--- src/rtl/write_queue_pkg.sv ---
// Shared definitions for the write queue: FSM state encoding and request layout.
package write_queue_pkg;

    typedef logic [1:0] state_t;

    localparam state_t IDLE = 2'b00;
    localparam state_t REQ  = 2'b01;
    localparam state_t HOLD = 2'b10;
    localparam state_t REL  = 2'b11;

    localparam int unsigned DEF_AW = 4;
    localparam int unsigned DEF_DW = 8;

    // Default-width request record; the top re-declares it with its own AW/DW.
    typedef struct packed {
        logic [DEF_AW-1:0] addr;
        logic [DEF_DW-1:0] data;
    } req_t;

endpackage

--- src/rtl/req_fifo.sv ---
// Circular synchronous FIFO with registered full/empty/count and a head-of-queue output.
module req_fifo #(
    parameter int unsigned WIDTH = 12,
    parameter int unsigned DEPTH = 4
) (
    input  logic                         clk,
    input  logic                         rst,
    input  logic                         push,
    input  logic [WIDTH-1:0]             push_data,
    input  logic                         pop,
    output logic [WIDTH-1:0]             head,
    output logic                         full,
    output logic                         empty,
    output logic [$clog2(DEPTH+1)-1:0]   count
);

    localparam int unsigned PW = $clog2(DEPTH);
    localparam int unsigned CW = $clog2(DEPTH+1);

    logic [WIDTH-1:0] mem [DEPTH];
    logic [PW-1:0]    wr_ptr;
    logic [PW-1:0]    rd_ptr;
    logic [CW-1:0]    count_nxt;
    logic             do_push;
    logic             do_pop;

    // A push while full is dropped even if a pop frees a slot on the same edge.
    assign do_push = push && !full;
    assign do_pop  = pop && !empty;

    always_comb begin
        count_nxt = count;
        case ({do_push, do_pop})
            2'b10:   count_nxt = count + 1'b1;
            2'b01:   count_nxt = count - 1'b1;
            default: count_nxt = count;
        endcase
    end

    always_ff @(posedge clk) begin
        if (rst) begin
            wr_ptr <= '0;
            rd_ptr <= '0;
            count  <= '0;
            full   <= 1'b0;
            empty  <= 1'b1;
        end else begin
            if (do_push) wr_ptr <= wr_ptr + 1'b1;
            if (do_pop)  rd_ptr <= rd_ptr + 1'b1;
            count <= count_nxt;
            full  <= (count_nxt == CW'(DEPTH));
            empty <= (count_nxt == '0);
        end
    end

    always_ff @(posedge clk) begin
        if (do_push) mem[wr_ptr] <= push_data;
    end

    assign head = mem[rd_ptr];

endmodule

--- src/rtl/write_queue.sv ---
// Buffers write requests and issues them one at a time over the wrt/busy/en_n handshake,
// holding address and data stable for the whole slow-clock write.
module write_queue
    import write_queue_pkg::*;
#(
    parameter int unsigned AW    = 4,
    parameter int unsigned DW    = 8,
    parameter int unsigned DEPTH = 4
) (
    input  logic                         clk,
    input  logic                         rst,
    input  logic                         push,
    input  logic [AW-1:0]                push_addr,
    input  logic [DW-1:0]                push_data,
    output logic                         full,
    output logic                         empty,
    output logic [$clog2(DEPTH+1)-1:0]   count,
    output logic                         wrt,
    input  logic                         busy,
    input  logic                         en_n,
    output logic [AW-1:0]                addr_out,
    output logic [DW-1:0]                data_out,
    output logic                         done
);

    typedef struct packed {
        logic [AW-1:0] addr;
        logic [DW-1:0] data;
    } wq_req_t;

    state_t  state;
    wq_req_t push_req;
    wq_req_t head_req;
    logic    pop;

    assign push_req = {push_addr, push_data};

    // The head entry is only released once the device has fully finished with it.
    assign pop = (state == REL) && !busy;

    req_fifo #(
        .WIDTH ($bits(wq_req_t)),
        .DEPTH (DEPTH)
    ) u_fifo (
        .clk       (clk),
        .rst       (rst),
        .push      (push),
        .push_data (push_req),
        .pop       (pop),
        .head      (head_req),
        .full      (full),
        .empty     (empty),
        .count     (count)
    );

    always_ff @(posedge clk) begin
        if (rst) begin
            state    <= IDLE;
            addr_out <= '0;
            data_out <= '0;
            done     <= 1'b0;
        end else begin
            done <= 1'b0;
            case (state)
                IDLE: begin
                    if (!empty && !busy) begin
                        state    <= REQ;
                        addr_out <= head_req.addr;
                        data_out <= head_req.data;
                    end
                end
                REQ:  if (!en_n) state <= HOLD;
                HOLD: if (en_n)  state <= REL;
                REL: begin
                    if (!busy) begin
                        state <= IDLE;
                        done  <= 1'b1;
                    end
                end
                default: state <= IDLE;
            endcase
        end
    end

    assign wrt = (state == REQ) || (state == HOLD);

endmodule

--- config.mk ---
export PLATFORM = sky130hd
export DESIGN_NAME = write_queue
export DESIGN_NICKNAME = d
export VERILOG_FILES = /design/src/rtl/write_queue_pkg.sv /design/src/rtl/req_fifo.sv /design/src/rtl/write_queue.sv
export SDC_FILE = /design/constraint.sdc
export NUM_CORES = 1
export LEC_CHECK = 0
export CAP_MARGIN = 20
export CORE_MARGIN = 2
export CORE_UTILIZATION = 30
export CTS_CLUSTER_SIZE = 12
export DETAILED_ROUTE_END_ITERATION = 6
export GPL_TIMING_DRIVEN = 0
export PLACE_DENSITY = 0.5
export SETUP_SLACK_MARGIN = 0.2
export SYNTH_ARGS = -nofsm -noshare
export SYNTH_HDL_FRONTEND = slang
export SYNTH_HIERARCHICAL = 1
export SYNTH_SLANG_ARGS = --single-unit
export TNS_END_PERCENT = 30
--- constraint.sdc ---
create_clock -name clk -period 2.8 [get_ports clk]
set_clock_uncertainty 0.2 [all_clocks]
set_input_delay 0.28 -clock clk [delete_from_list [all_inputs] [get_ports clk]]
set_output_delay 0.28 -clock clk [all_outputs]
set_load 0.02 [all_outputs]
# Yosys cells after proc, flatten, opt, wreduce, memory -nomap -nowiden

Memories as Yosys holds them, arrays and structs flattened. A register that Yosys moved wholly into a read port is not among the register bits.
Cells that the tools add are included.

Bits in registers: 12
Bits in latches: 0
RAM bits: 48
ROM bits: 0
Input bits: 17
Output and inout bits: 19
Logic and storage cells: 45
Memories kept: 1

Add/sub/neg operators: 4
Multipliers: 0
Div/mod/pow operators: 0
$lt $le $gt $ge: 0
Equal/unequal tests: 10
Shift operators: 0
Muxes and demuxes: 9
Bitwise operators: 1
Reduce and logical (&&, ||, !) cells: 13

Memory list:

| memory     | words | bits a word | rd ports | clocked after memory_dff | write ports | RTL line       | text |
|---|---|---|---|---|---|---|---|
| u_fifo.mem | 4     | 12          | 1        | 1                        | 1           | req_fifo.sv:20 | `logic [WIDTH-1:0] mem [DEPTH];` |

Operators by type and width:

| kind                  | count |
|---|---|
| $mux W2               | 4 |
| $ne A2 B2 Y1 const B  | 4 |
| $pmux W2 S4           | 1 |
| $eq A2 B2 Y1 const B  | 3 |
| $pmux W3 S2           | 1 |
| $add A2 B1 Y2 const B | 2 |
| $eq A2 B1 Y1 const B  | 2 |
| $logic_and A1 B1 Y1   | 4 |
| $reduce_and A4 Y1     | 1 |
| $add A3 B1 Y3 const B | 1 |
| $eq A3 B3 Y1 const B  | 1 |
| $logic_not A1 Y1      | 3 |
| $logic_not A3 Y1      | 1 |
| $mux W1               | 3 |
| $sub A3 B1 Y3 const B | 1 |
| $logic_not A2 Y1      | 1 |
| $reduce_and A2 Y1     | 1 |
| $reduce_or A2 Y1      | 1 |
| $logic_or A1 B1 Y1    | 1 |
| $not A1 Y1            | 1 |

# Longest topological paths before layout

Depth in word-level cells: 6
Depth in mapped cells: 9
Gate-level depth less buffers: 9

# By module

The synthesis kept the hierarchy.

By module, submodules not included:

| module      | instances | cells an instance | area an instance (µm²) | seq. area each (µm²) |
|---|---|---|---|---|
| req_fifo    | 1         | 120               | 2294.7                 | 1661.6 |
| write_queue | 1         | 62                | 681.9                  | 300.3 |

# Worst setup path after synthesis

Ideal clock, no wire load.

Kind: register -> register
Start point: register state[1]
End point: register u_fifo.full
Setup time: 0.079 ns
Arrival: 2.200 ns
Required time: 2.521 ns
Path slack: 0.321 ns
Stages on the path, launching flop included: 10
Buffers on the path: 0
Clock period less this slack: 2.479 ns
Cells stage by stage: dfxtp_1 ha_1 and2b_2 nor2b_1 ha_1 inv_1 fa_1 xor2_1 or3_4 a211oi_2

Word-level cells in the longest chain between the ends: 6
Elaborated cells between the ends (all ways): 7
Those cells by class: 4 x eq/ne; 1 x mux; 2 x reduce/logical

RTL lines:

| item                                                | RTL line          | text |
|---|---|---|
| start, declared                                     | write_queue.sv:31 | `state_t state;` |
| start signal, assigned                              | write_queue.sv:58 | `state <= IDLE;` |
| start signal, assigned                              | write_queue.sv:67 | `state <= REQ;` |
| start signal, assigned                              | write_queue.sv:72 | `REQ: if (!en_n) state <= HOLD;` |
| $eq A2 B2 Y1 *                                      | write_queue.sv:39 | `assign pop = (state == REL) && !busy;` |
| $logic_and A1 B1 Y1 *                               | write_queue.sv:39 |  |
| via pop                                             | write_queue.sv:34 | `logic pop;` |
| $logic_and A1 B1 Y1 *                               | req_fifo.sv:29    | `assign do_pop = pop && !empty;` |
| $eq A2 B1 Y1 / $eq A2 B2 Y1 (equally long branches) | req_fifo.sv:33    | `case ({do_push, do_pop})` |
| $pmux W3 S2 *                                       | req_fifo.sv:33    |  |
| $eq A3 B3 Y1 *                                      | req_fifo.sv:51    | `full <= (count_nxt == CW'(DEPTH));` |
| end signal, assigned                                | req_fifo.sv:51    |  |
| end, declared                                       | req_fifo.sv:12    | `output logic full,` |

The timed path passes the listed nets; every way through them passes the cells marked *.
A chain may end at the register's enable or synchronous reset.

# Worst setup path in the final report

Start point: register state[0]
End point: register u_fifo.full

The elaborated chain is that of the path after synthesis.

==> results.txt <==
Outcome - completed
DRC - 0
R2R Setup Slk - 330 ps
1st-iter DRT viols - 66
Combinational power share - 16.3%
Post-synth top flop - edfxtp_1
Endpoints failing hold - 0
Core area - 9680 um^2
Switch share - 25.0%
Initial core utilization - 30.7%
Critical Path RT - 2870 ps
H-tree Lvls - 3
R2R depth - 9
Port bufs - 35
Synth warnings - 6
Arr. time, crit path - 2540 ps
FMAX - 405 MHz
Slew HR - 52.4%
Post-synth top cells - edfxtp_1 (48), dfxtp_1 (26), nor2_1 (20)
Crit-path max FO - 4
Slew Limit Fails - 0
Synth async-reset ratio - 0%
Via-to-Cell Ratio - 4.27
Detail Placement HPWL - 3320 um
Area leader, netlist - edfxtp_1
Slowest stage delay, CP - 380 ps
Internal - 2.00 mW
Finish-stage setup viols - 0
Worst r2r src - state[0]
Hold path cells - 2
Clk buf depth - 2
Vias in the first global route - 1574
Sequential fraction of the synthesis area - 65.9%
Die W - 104 um
GRT Util Overall - 10.2%
Distinct cells, synth - 36
Cell Rows - 36
Switch Pwr - 664 uW
Clock power share - 35.9%
Die area - 10700 um^2
Clock Sinks - 74
Static leakage - 1.29 nW
Setup TNS Final - 0 ps
Vias - 1572
Pwr Density - 705 nW/um^2
Largest net degree at the start of global routing - 15
Top-count cell post-synth - edfxtp_1
RSZ-0062 raised after global routing - no
Detail Route Antenna Nets - 0
Initial DRT Pass Iterations - 4
Startpoint type of the worst setup path - flip-flop
Kind of critical path - flip-flop to flip-flop
CTS tree - built
TritonCTS buffer count - 9
Ant diodes - 0
Synthesized area - 2980 um^2
Post-Syn Area per Cell - 16.4 um^2
Clk Tree Root Cell - clkbuf_8
Area growth, synth to finish - 26.7%
Final period util - 88.1%
Seq pwr share - 47.8%
Cell count after synthesis - 182
Wire length per cell - 13.9 um
Number of enable flip-flop cells after synthesis - 48
First-pass GRT wire length - 8230 um
Synth area leaders - edfxtp_1 (48%), dfxtp_1 (17%), mux4_1 (5.3%), mux4_2 (4.5%), mux2i_1 (4.4%)
FF+latch count, synth - 74
Worst-margin pin slew - 714 ps
Worst Hold End - addr_out[3]
GRT overflow - 0
Critical Path Sink Type - flip-flop
Total Routed Length - 5130 um
Final instance area - 3770 um^2
Critical path's slowest cell - fa_2
Worst vdd ir - 0.271 mV
RR Endpoint - u_fifo/full
Num ports - 36
Initial antenna violation count - 0
Routability cong. - 0.710
Clk_lat worst skew - 350 ps
Layout cells sized above 1 - 17.9%
Clock-pin slew on the worst setup and hold paths - 90 ps
Hold Startpoint - addr_out[3]
Post-Place Cell Area - 3490 um^2
Share of the synthesized area in the top cell type - 48.4%
Syn nets - 210
Tmin final - 2470 ps
Nets@finish - 258
Cell chain of the critical path - ha_1, and2b_2, nor2b_4, ha_4, inv_1, fa_2, xor2_2, or3_4, a211oi_2
Die Height - 104 um
Min-delay worst type - flip-flop to flip-flop
Max-Cap Viols - 0
critical path: cells and delay by family, from the launching register on:
| family | cells | cell delay [ps] |
|---|---|---|
| adder cells (fa/ha/maj) | 3 | 700 |
| AND/OR/NAND/NOR | 3 | 680 |
| flip-flops | 1 | 350 |
| AO/OA/AOI/OAI | 1 | 210 |
| XOR/XNOR | 1 | 200 |
| buffers and inverters | 1 | 60 |
per-layer routing:
layer	vias to the layer above	track usage (%)	part of all wire, %
met5	-	0	0
met4	0	4.92	1.2
met3	4	3.27	3.9
met2	27	15.8	49
met1	775	12.8	46
li1	766	-	-
registers in the layout, indices dropped and copies added, names as in the netlist, named ones only:
name	count
u_fifo/count	3
u_fifo/full	1
u_fifo/wr_ptr	2
done	1
state	2
u_fifo/rd_ptr	2
u_fifo/mem	48
addr_out	4
u_fifo/empty	1
data_out	8
cell type report:
cell class	instances	area [um^2]
plain buffers	7	52.6
inverters	10	37.5
clock inverters	6	95.1
well taps	133	166
fillers	896	5910
clock buffers	10	138
multi-input cells	91	955
flip-flops and latches	74	1960
repair buffers	37	364
timing repair:
action | in CTS | in global routing
buffers inserted | 0 | 2
gates resized for setup | 5 | 4
hold buffers | 0 | 0
setup endpoints to repair | 2 | 3
pin swaps | 0 | 0
cells in the final DEF, fill, tap and decap left out, drive strengths merged, types with 2 or more instances in the layout:
cell type	netlist	routed
ha	10	10
o21a	2	2
dfxtp	26	26
and2	6	6
clkbuf	3	13
inv	10	13
nor2b	2	2
nor2	20	20
mux4	12	12
bufinv	0	2
xor2	3	3
clkdlybuf4s50	0	34
o31ai	3	3
a21oi	2	2
mux2i	13	13
buf	4	6
edfxtp	48	48
xnor2	2	2
stage by stage:
stage | hold slack, ps | utilization (%) | power (mW) | instances | setup slack [ps]
finish | 290 | 39.0 | 2.66 | 368 | 333
CTS | 298 | 38.6 | 2.67 | 366 | 216
detailed placement | 280 | 36.1 | 1.71 | 350 | -263
global route | 335 | 39.0 | 2.79 | 368 | 193
global placement | 272 | 36.1 | 1.71 | 350 | -294
floorplan | 152 | - | 1.56 | 182 | 321
kinds of logic after synthesis:
family | Yosys count | share of synthesized area (%)
muxes | 26 | 14.7
xor gates and xnor gates | 5 | 1.47
adders and majority gates | 11 | 4.88
DFF | 74 | 65.9
buffers and inverters | 17 | 3.03
and+or+nand+nor | 36 | 6.64
AOI/OAI and AO/OA | 13 | 3.36
power groups by stage:
stage | clock (mW) | sequential (mW) | combinational, mW
after global placement | 0 | 1.30 | 0.419
after CTS | 0.979 | 1.27 | 0.420
after detailed placement | 0 | 1.30 | 0.418
final | 0.956 | 1.27 | 0.433
after global routing | 1.03 | 1.28 | 0.481
after floorplan | 0 | 1.31 | 0.250
worst max-delay path by stage:
stage	slack [ps]	end	cells past startpoint	start
finish	330	u_fifo/full	9	state[0]
global route	190	u_fifo/full	9	state[0]
CTS	220	u_fifo/full	9	state[0]
detailed placement	-260	u_fifo/full	9	busy
global placement	-290	u_fifo/full	9	busy
floorplan	320	u_fifo/full	9	state[1]
(Power assumes the default switching activity.)
